## src/rtl/draw_scheduler_pkg.sv

```systemverilog
// draw_pkg: shared screen geometry, pixel field types and scheduler state
// encoding for the draw scheduler slice.
package draw_pkg;

  localparam int unsigned SCREEN_W = 160;
  localparam int unsigned SCREEN_H = 120;

  typedef logic [7:0] xcoord_t;
  typedef logic [6:0] ycoord_t;
  typedef logic [2:0] colour_t;

  typedef enum logic [1:0] {
    IDLE,
    RUN,
    RELEASE
  } sched_state_e;

  // True when the pixel lies inside the visible 160x120 area.
  function automatic logic on_screen(input xcoord_t x, input ycoord_t y);
    return (x < xcoord_t'(SCREEN_W)) && (y < ycoord_t'(SCREEN_H));
  endfunction

endpackage

```

## src/rtl/draw_scheduler_if.sv

```systemverilog
// draw_scheduler_if: bundle of client request/ack, engine start/done/plot
// streams and the single VGA-adapter plot port.
//   master modport : the scheduler (drives ack/abort/busy/grant/eng_start/vga_*)
//   slave modport  : clients, engines and adapter (drive req/eng_*)
// Packed engine buses: eng_x[i*8 +: 8], eng_y[i*7 +: 7], eng_colour[i*3 +: 3].
interface draw_scheduler_if #(
  parameter int unsigned NCLIENT = 3
);
  import draw_pkg::*;

  logic [NCLIENT-1:0]   req;
  logic [NCLIENT-1:0]   ack;
  logic [NCLIENT-1:0]   abort;
  logic                 busy;
  logic [NCLIENT-1:0]   grant;
  logic [NCLIENT-1:0]   eng_start;
  logic [NCLIENT-1:0]   eng_done;
  logic [NCLIENT*8-1:0] eng_x;
  logic [NCLIENT*7-1:0] eng_y;
  logic [NCLIENT*3-1:0] eng_colour;
  logic [NCLIENT-1:0]   eng_plot;
  xcoord_t              vga_x;
  ycoord_t              vga_y;
  colour_t              vga_colour;
  logic                 vga_plot;

  modport master (
    input  req, eng_done, eng_x, eng_y, eng_colour, eng_plot,
    output ack, abort, busy, grant, eng_start,
           vga_x, vga_y, vga_colour, vga_plot
  );

  modport slave (
    output req, eng_done, eng_x, eng_y, eng_colour, eng_plot,
    input  ack, abort, busy, grant, eng_start,
           vga_x, vga_y, vga_colour, vga_plot
  );

endinterface

```

## src/rtl/draw_scheduler_rr_arbiter.sv

```systemverilog
// rr_arbiter: combinational round-robin pick. Scans requesters starting at
// ptr_i and wrapping; returns the first one as a one-hot grant plus its index.
//   req_i   : request vector
//   ptr_i   : highest-priority client this round
//   gnt_o   : one-hot grant (all zero when no request)
//   idx_o   : index of the granted client
//   valid_o : any request present
module rr_arbiter #(
  parameter int unsigned N     = 3,
  parameter int unsigned IDX_W = $clog2(N)
) (
  input  logic [N-1:0]     req_i,
  input  logic [IDX_W-1:0] ptr_i,
  output logic [N-1:0]     gnt_o,
  output logic [IDX_W-1:0] idx_o,
  output logic             valid_o
);

  logic [IDX_W-1:0] cand;

  always_comb begin
    gnt_o   = '0;
    idx_o   = '0;
    valid_o = 1'b0;
    cand    = '0;
    for (int unsigned k = 0; k < N; k++) begin
      cand = IDX_W'((32'(ptr_i) + k) % N);
      if (!valid_o && req_i[cand]) begin
        valid_o     = 1'b1;
        gnt_o[cand] = 1'b1;
        idx_o       = cand;
      end
    end
  end

endmodule

```

## src/rtl/draw_scheduler.sv

```systemverilog
// draw_scheduler: owns the VGA-adapter plot port and shares it between
// NCLIENT drawing engines. One engine is granted at a time (round-robin),
// its start is driven, its plot stream is muxed to the adapter with an
// on-screen guard, and the done/release handshake is sequenced. A watchdog
// aborts engines that run for WDOG_MAX cycles without finishing.
//   clk, rst_n : clock, asynchronous active-low reset
//   bus        : draw_scheduler_if master modport (client req/ack/abort,
//                busy/grant, engine start/done/pixel streams, vga_* port)
module draw_scheduler
  import draw_pkg::*;
#(
  parameter int unsigned NCLIENT  = 3,
  parameter int unsigned WDOG_MAX = 200000
) (
  input  logic                clk,
  input  logic                rst_n,
  draw_scheduler_if.master    bus
);

  localparam int unsigned IDX_W  = $clog2(NCLIENT);
  localparam int unsigned WDOG_W = $clog2(WDOG_MAX);

  sched_state_e       state_q, state_d;
  logic [NCLIENT-1:0] grant_q, start_q;
  logic [IDX_W-1:0]   owner_q, ptr_q;
  logic [WDOG_W-1:0]  wdog_q;
  logic               abort_q;

  logic [NCLIENT-1:0] arb_gnt;
  logic [IDX_W-1:0]   arb_idx;
  logic               arb_valid;

  xcoord_t own_x;
  ycoord_t own_y;
  colour_t own_col;
  logic    own_plot, own_done;
  logic    wdog_hit, rel_fire;

  rr_arbiter #(.N(NCLIENT), .IDX_W(IDX_W)) u_arb (
    .req_i   (bus.req),
    .ptr_i   (ptr_q),
    .gnt_o   (arb_gnt),
    .idx_o   (arb_idx),
    .valid_o (arb_valid)
  );

  // One-hot mux on the registered grant; all fields read as zero when idle.
  always_comb begin
    own_x    = '0;
    own_y    = '0;
    own_col  = '0;
    own_plot = 1'b0;
    own_done = 1'b0;
    for (int unsigned i = 0; i < NCLIENT; i++) begin
      if (grant_q[i]) begin
        own_x    = bus.eng_x[i*8 +: 8];
        own_y    = bus.eng_y[i*7 +: 7];
        own_col  = bus.eng_colour[i*3 +: 3];
        own_plot = bus.eng_plot[i];
        own_done = bus.eng_done[i];
      end
    end
  end

  assign wdog_hit = (wdog_q == WDOG_W'(WDOG_MAX - 1));
  // An aborted engine may never lower done, so release does not wait for it.
  assign rel_fire = (state_q == RELEASE) && (!own_done || abort_q);

  always_ff @(posedge clk or negedge rst_n) begin
    if (!rst_n) state_q <= IDLE;
    else        state_q <= state_d;
  end

  always_comb begin
    state_d = state_q;
    unique case (state_q)
      IDLE:    if (arb_valid)             state_d = RUN;
      RUN:     if (own_done || wdog_hit)  state_d = RELEASE;
      RELEASE: if (rel_fire)              state_d = IDLE;
      default:                            state_d = IDLE;
    endcase
  end

  always_ff @(posedge clk or negedge rst_n) begin
    if (!rst_n) begin
      grant_q <= '0;
      start_q <= '0;
      owner_q <= '0;
      ptr_q   <= '0;
      wdog_q  <= '0;
      abort_q <= 1'b0;
    end else begin
      unique case (state_q)
        IDLE: begin
          if (arb_valid) begin
            grant_q <= arb_gnt;
            start_q <= arb_gnt;
            owner_q <= arb_idx;
            wdog_q  <= '0;
            abort_q <= 1'b0;
          end
        end
        RUN: begin
          wdog_q <= wdog_q + 1'b1;
          // A done arriving on the expiry cycle counts as a normal finish.
          if (own_done) begin
            start_q <= '0;
          end else if (wdog_hit) begin
            start_q <= '0;
            abort_q <= 1'b1;
          end
        end
        RELEASE: begin
          if (rel_fire) begin
            grant_q <= '0;
            abort_q <= 1'b0;
            ptr_q   <= (owner_q == IDX_W'(NCLIENT - 1)) ? '0 : owner_q + 1'b1;
          end
        end
        default: ;
      endcase
    end
  end

  always_comb begin
    bus.grant      = grant_q;
    bus.eng_start  = start_q;
    bus.busy       = |grant_q;
    bus.ack        = rel_fire ? grant_q : '0;
    bus.abort      = (rel_fire && abort_q) ? grant_q : '0;
    bus.vga_x      = own_x;
    bus.vga_y      = own_y;
    bus.vga_colour = own_col;
    bus.vga_plot   = (state_q == RUN) && own_plot && on_screen(own_x, own_y);
  end

endmodule

```

## src/flat_wrapper.sv

```systemverilog
// flat-port wrapper written by rule: the top's interface ports become plain ports
module draw_scheduler_flat import draw_pkg::*;
#(
  parameter int unsigned NCLIENT  = 3,
  parameter int unsigned WDOG_MAX = 200000
)
  (clk, rst_n, bus_req, bus_eng_done, bus_eng_x, bus_eng_y, bus_eng_colour, bus_eng_plot, bus_ack, bus_abort, bus_busy, bus_grant, bus_eng_start, bus_vga_x, bus_vga_y, bus_vga_colour, bus_vga_plot);
  draw_scheduler_if #(.NCLIENT(NCLIENT)) bus_i ();
  input  logic clk;
  input  logic rst_n;
  input wire logic [$bits(bus_i.req)-1:0] bus_req;
  input wire logic [$bits(bus_i.eng_done)-1:0] bus_eng_done;
  input wire logic [$bits(bus_i.eng_x)-1:0] bus_eng_x;
  input wire logic [$bits(bus_i.eng_y)-1:0] bus_eng_y;
  input wire logic [$bits(bus_i.eng_colour)-1:0] bus_eng_colour;
  input wire logic [$bits(bus_i.eng_plot)-1:0] bus_eng_plot;
  output wire logic [$bits(bus_i.ack)-1:0] bus_ack;
  output wire logic [$bits(bus_i.abort)-1:0] bus_abort;
  output wire logic [$bits(bus_i.busy)-1:0] bus_busy;
  output wire logic [$bits(bus_i.grant)-1:0] bus_grant;
  output wire logic [$bits(bus_i.eng_start)-1:0] bus_eng_start;
  output wire logic [$bits(bus_i.vga_x)-1:0] bus_vga_x;
  output wire logic [$bits(bus_i.vga_y)-1:0] bus_vga_y;
  output wire logic [$bits(bus_i.vga_colour)-1:0] bus_vga_colour;
  output wire logic [$bits(bus_i.vga_plot)-1:0] bus_vga_plot;
  assign bus_i.req = bus_req;
  assign bus_i.eng_done = bus_eng_done;
  assign bus_i.eng_x = bus_eng_x;
  assign bus_i.eng_y = bus_eng_y;
  assign bus_i.eng_colour = bus_eng_colour;
  assign bus_i.eng_plot = bus_eng_plot;
  assign bus_ack = bus_i.ack;
  assign bus_abort = bus_i.abort;
  assign bus_busy = bus_i.busy;
  assign bus_grant = bus_i.grant;
  assign bus_eng_start = bus_i.eng_start;
  assign bus_vga_x = bus_i.vga_x;
  assign bus_vga_y = bus_i.vga_y;
  assign bus_vga_colour = bus_i.vga_colour;
  assign bus_vga_plot = bus_i.vga_plot;
  draw_scheduler #(.NCLIENT(NCLIENT), .WDOG_MAX(WDOG_MAX)) u_core (.clk(clk), .rst_n(rst_n), .bus(bus_i));
endmodule
```

## config.mk

```make
export PLATFORM = sky130hd
export DESIGN_NAME = draw_scheduler_flat
export DESIGN_NICKNAME = d
export VERILOG_FILES = /design/src/rtl/draw_scheduler_pkg.sv /design/src/rtl/draw_scheduler_if.sv /design/src/rtl/draw_scheduler_rr_arbiter.sv /design/src/rtl/draw_scheduler.sv /design/src/flat_wrapper.sv
export SDC_FILE = /design/constraint.sdc
export NUM_CORES = 1
export LEC_CHECK = 0
export ABC_AREA = 1
export CELL_PAD_IN_SITES_DETAIL_PLACEMENT = 1
export CELL_PAD_IN_SITES_GLOBAL_PLACEMENT = 1
export CORE_ASPECT_RATIO = 1.5
export CORE_MARGIN = 3
export CORE_UTILIZATION = 32
export CTS_CLUSTER_SIZE = 24
export DETAILED_ROUTE_END_ITERATION = 12
export PLACE_DENSITY = 0.88
export SETUP_SLACK_MARGIN = 0.2
export SYNTH_ARGS = -nofsm -noshare
export SYNTH_HDL_FRONTEND = slang
export SYNTH_HIERARCHICAL = 1
export SYNTH_SLANG_ARGS = --single-unit
```

## constraint.sdc

```tcl
create_clock -name clk -period 4.6 [get_ports clk]
set_input_delay 0.69 -clock clk [delete_from_list [all_inputs] [get_ports clk]]
set_output_delay 0.69 -clock clk [all_outputs]
set_load 0.03 [all_outputs]
```

==> impl_metrics.toml <==
[run_status]
status = "finished clean"

[placement]
place.gp.congestion = 0.791
portBuffers = 96
dp.cells = 559
hpwl_um = 7070

[logic_synthesis]
synth.distinct_cells = 35
netlist_area_sq_um = 2460
synth_seq_cells = 31
synth_top_cell_by_area = "dfrtp_1"
synth_warnings = 6
synth.area.top_cells = "dfrtp_1 32%, nand2_1 17%, nand3_1 6.5%, o21ai_0 5.7%, inv_1 5.6%"
synthFlopType = "dfrtp_1"
synth_nets = 443
synthArstFlopShare_pct = 100
synthTopCellsByCount = "110 x nand2_1, 37 x inv_1, 36 x nor2_1"
synth.top_cell.area_share_pct = 31.5
netlist_instances = 373
synth_edf_count = 0
postSynthAreaPerCell_sq_um = 6.60
yosysSeqAreaShare_pct = 31.5
yosysMostFrequentCell = "nand2_1"

[floorplan]
die_width_um = 77.6
die_area_sq_um = 8810
pin_count = 97
core.rowCount = 38
chipHeight_um = 113
start_util_pct = 33.4
core_area_sq_um = 7370

[detailed_routing]
antenna_left = 0
drtPass1Iterations = 4
vias = 2882
wl_per_cell_um = 15.2
vias_per_cell = 5.08
drc = 0
drt_wl_total_um = 8600
drtIter0Drc = 89

[final_layout]
drive_gt1_share_pct = 7.92
fin_cells = 567
register_area_sq_um = 776
fillers = 965
nets = 536
multi_input_area_sq_um = 1450
area_delta_synth_final_pct = 46.1
diodes = 0

[clock_tree]
clk_latency_ns = 0.28
cts_resized = 0
clock-sinks = 31
postCtsSetupRepairBufs = 0
clockBufferDepth = 2
htree_num_levels = 2
clkTransAtPathRegs_ns = 0.06
cts_root_buffer = "clkbuf_8"
cts_made_buffers = 5
postCtsHoldBufs = 0
cts_tree = "done"

[grt]
antenna_found_initial = 0
gr-usage-all-layers_pct = 20.0
grt_overflow = 0
grt_pass1_vias = 3094
grt_pass1_wl_um = 14500
grt_max_degree = 34

[pwr]
peakVddDrop_mv = 0.0917
p_per_area_nw_per_um2 = 163
power.leakage_nw = 1.58

[hold_path]
min_path_type = "reg2reg"
hp-start = "u_core/bus.eng_start[2]$_DFFE_PN0P_"

[sta]
holdWs_ns = 0.514
slew_viol_final = 0
fin_worst_skew_ns = 0.00302
rsz0062_at_grt = "no"
setup_violations = 0
fin_crit_sh_pct = 81.2
slew-limit-headroom_pct = 39.1
fin_setup_tns_ns = 0
worst_pin_slew_ns = 0.914
clock.fmax_mhz = 268
fin_crit_ns = 3.73
hold_violations = 0

[setup_path]
cp-start-kind = "flop"
crit_required_ns = 3.91
crit_path_end_kind = "output port"
startpoint = "u_core/bus.grant[2]$_DFFE_PN0P_"
crit_type = "reg2out"
r2r_start = "u_core/ptr_q[0]$_DFFE_PN0P_"
critPathArrivalTime_ns = 3.04
critPathMaxFanout = 33

[run]
cap_violations = 0
sequential cells by signal (all words and copies together) (netlist names):
| signal | cells |
|---|---|
| u_core/abort_q | 1 |
| u_core/state_q | 2 |
| u_core/owner_q | 2 |
| u_core/bus.grant | 3 |
| u_core/ptr_q | 2 |
| u_core/wdog_q | 18 |
| u_core/bus.eng_start | 3 |
worst max-delay path: stages, from the launching register on:
cell,delay [ns]
dfrtp_1,0.94
inv_1,0.41
or2_1,0.36
nand3_2,0.12
nand2_2,0.12
nor2_1,0.12
clkdlybuf4s50_1,0.68
metal layers:
layer	global-route usage, %	share of wire, %	vias up
li1	-	-	1394
met1	20.5	37	1396
met2	39.9	56	78
met3	3.55	5.6	14
met4	6.06	1.8	0
met5	0	0	-
power by group:
group,total (W),switching (W),internal [W]
Combinational,0.0000737,0.0000225,0.0000511
Clock,0.000239,0.000102,0.000136
Sequential,0.000273,0,0.000273
placed cells by master, fill, tap and decap left out, types with 3 or more instances in the layout:
cell type and instances:
nand2_1 110, clkdlybuf4s50_1 96, inv_1 37, nor2_1 36, nand3_1 32, dfrtp_1 31
o21ai_0 28, a21oi_1 18, inv_2 11, a22oi_1 11, clkbuf_8 7, nand3_2 5
ha_1 5, o22ai_1 4, nor2_4 3, nand2_2 3, o21ai_1 3, nor3_1 3
nand4_1 3
stage by stage:
step | power, W | cell area, sq um | worst slack, ns | utilization (%)
floorplan | 0.000287 | 2460 | 2.04 | -
global placement | 0.000350 | 3500 | 1.24 | 47.5
detailed placement | 0.000352 | 3500 | 1.08 | 47.5
CTS | 0.000593 | 3600 | 0.805 | 48.8
global route | 0.000611 | 3600 | 0.621 | 48.8
finish | 0.000585 | 3600 | 0.866 | 48.8
layout make-up:
class                      count  share of cell area, %
clock buffer                   8                   2.78
inverter                      49                   5.11
multi-input combinational    282                   40.2
sequential                    31                   21.6
tap                          100                   3.48
timing repair buffer          97                   26.9
worst paths after layout:
path | endpoint | slack (ns) | cells past startpoint
worst max-delay path | bus_ack[1] | 0.87 | 6
worst min-delay path | u_core/bus.eng_start[2]$_DFFE_PN0P_ | 0.51 | 2
worst max register to register | u_core/wdog_q[9]$_DFFE_PN0P_ | 1.98 | 14
worst min register to register | u_core/bus.eng_start[2]$_DFFE_PN0P_ | 0.51 | 2
max in group asynchronous | u_core/bus.eng_start[1]$_DFFE_PN0P_ | 3.50 | 2
min in group asynchronous | u_core/wdog_q[11]$_DFFE_PN0P_ | 0.80 | 2
cells by family after synthesis:
| kind of cell | after synthesis | share of synthesized area (%) |
|---|---|---|
| AO/OA/AOI/OAI | 72 | 17.4 |
| buffers and inverters | 60 | 9.81 |
| flip-flops | 31 | 31.5 |
| AND/OR/NAND/NOR | 202 | 37.7 |
| adder cells (fa/ha/maj) | 5 | 2.54 |
| XOR/XNOR | 3 | 1.07 |
Note: power is estimated with default switching activity, not from simulation.
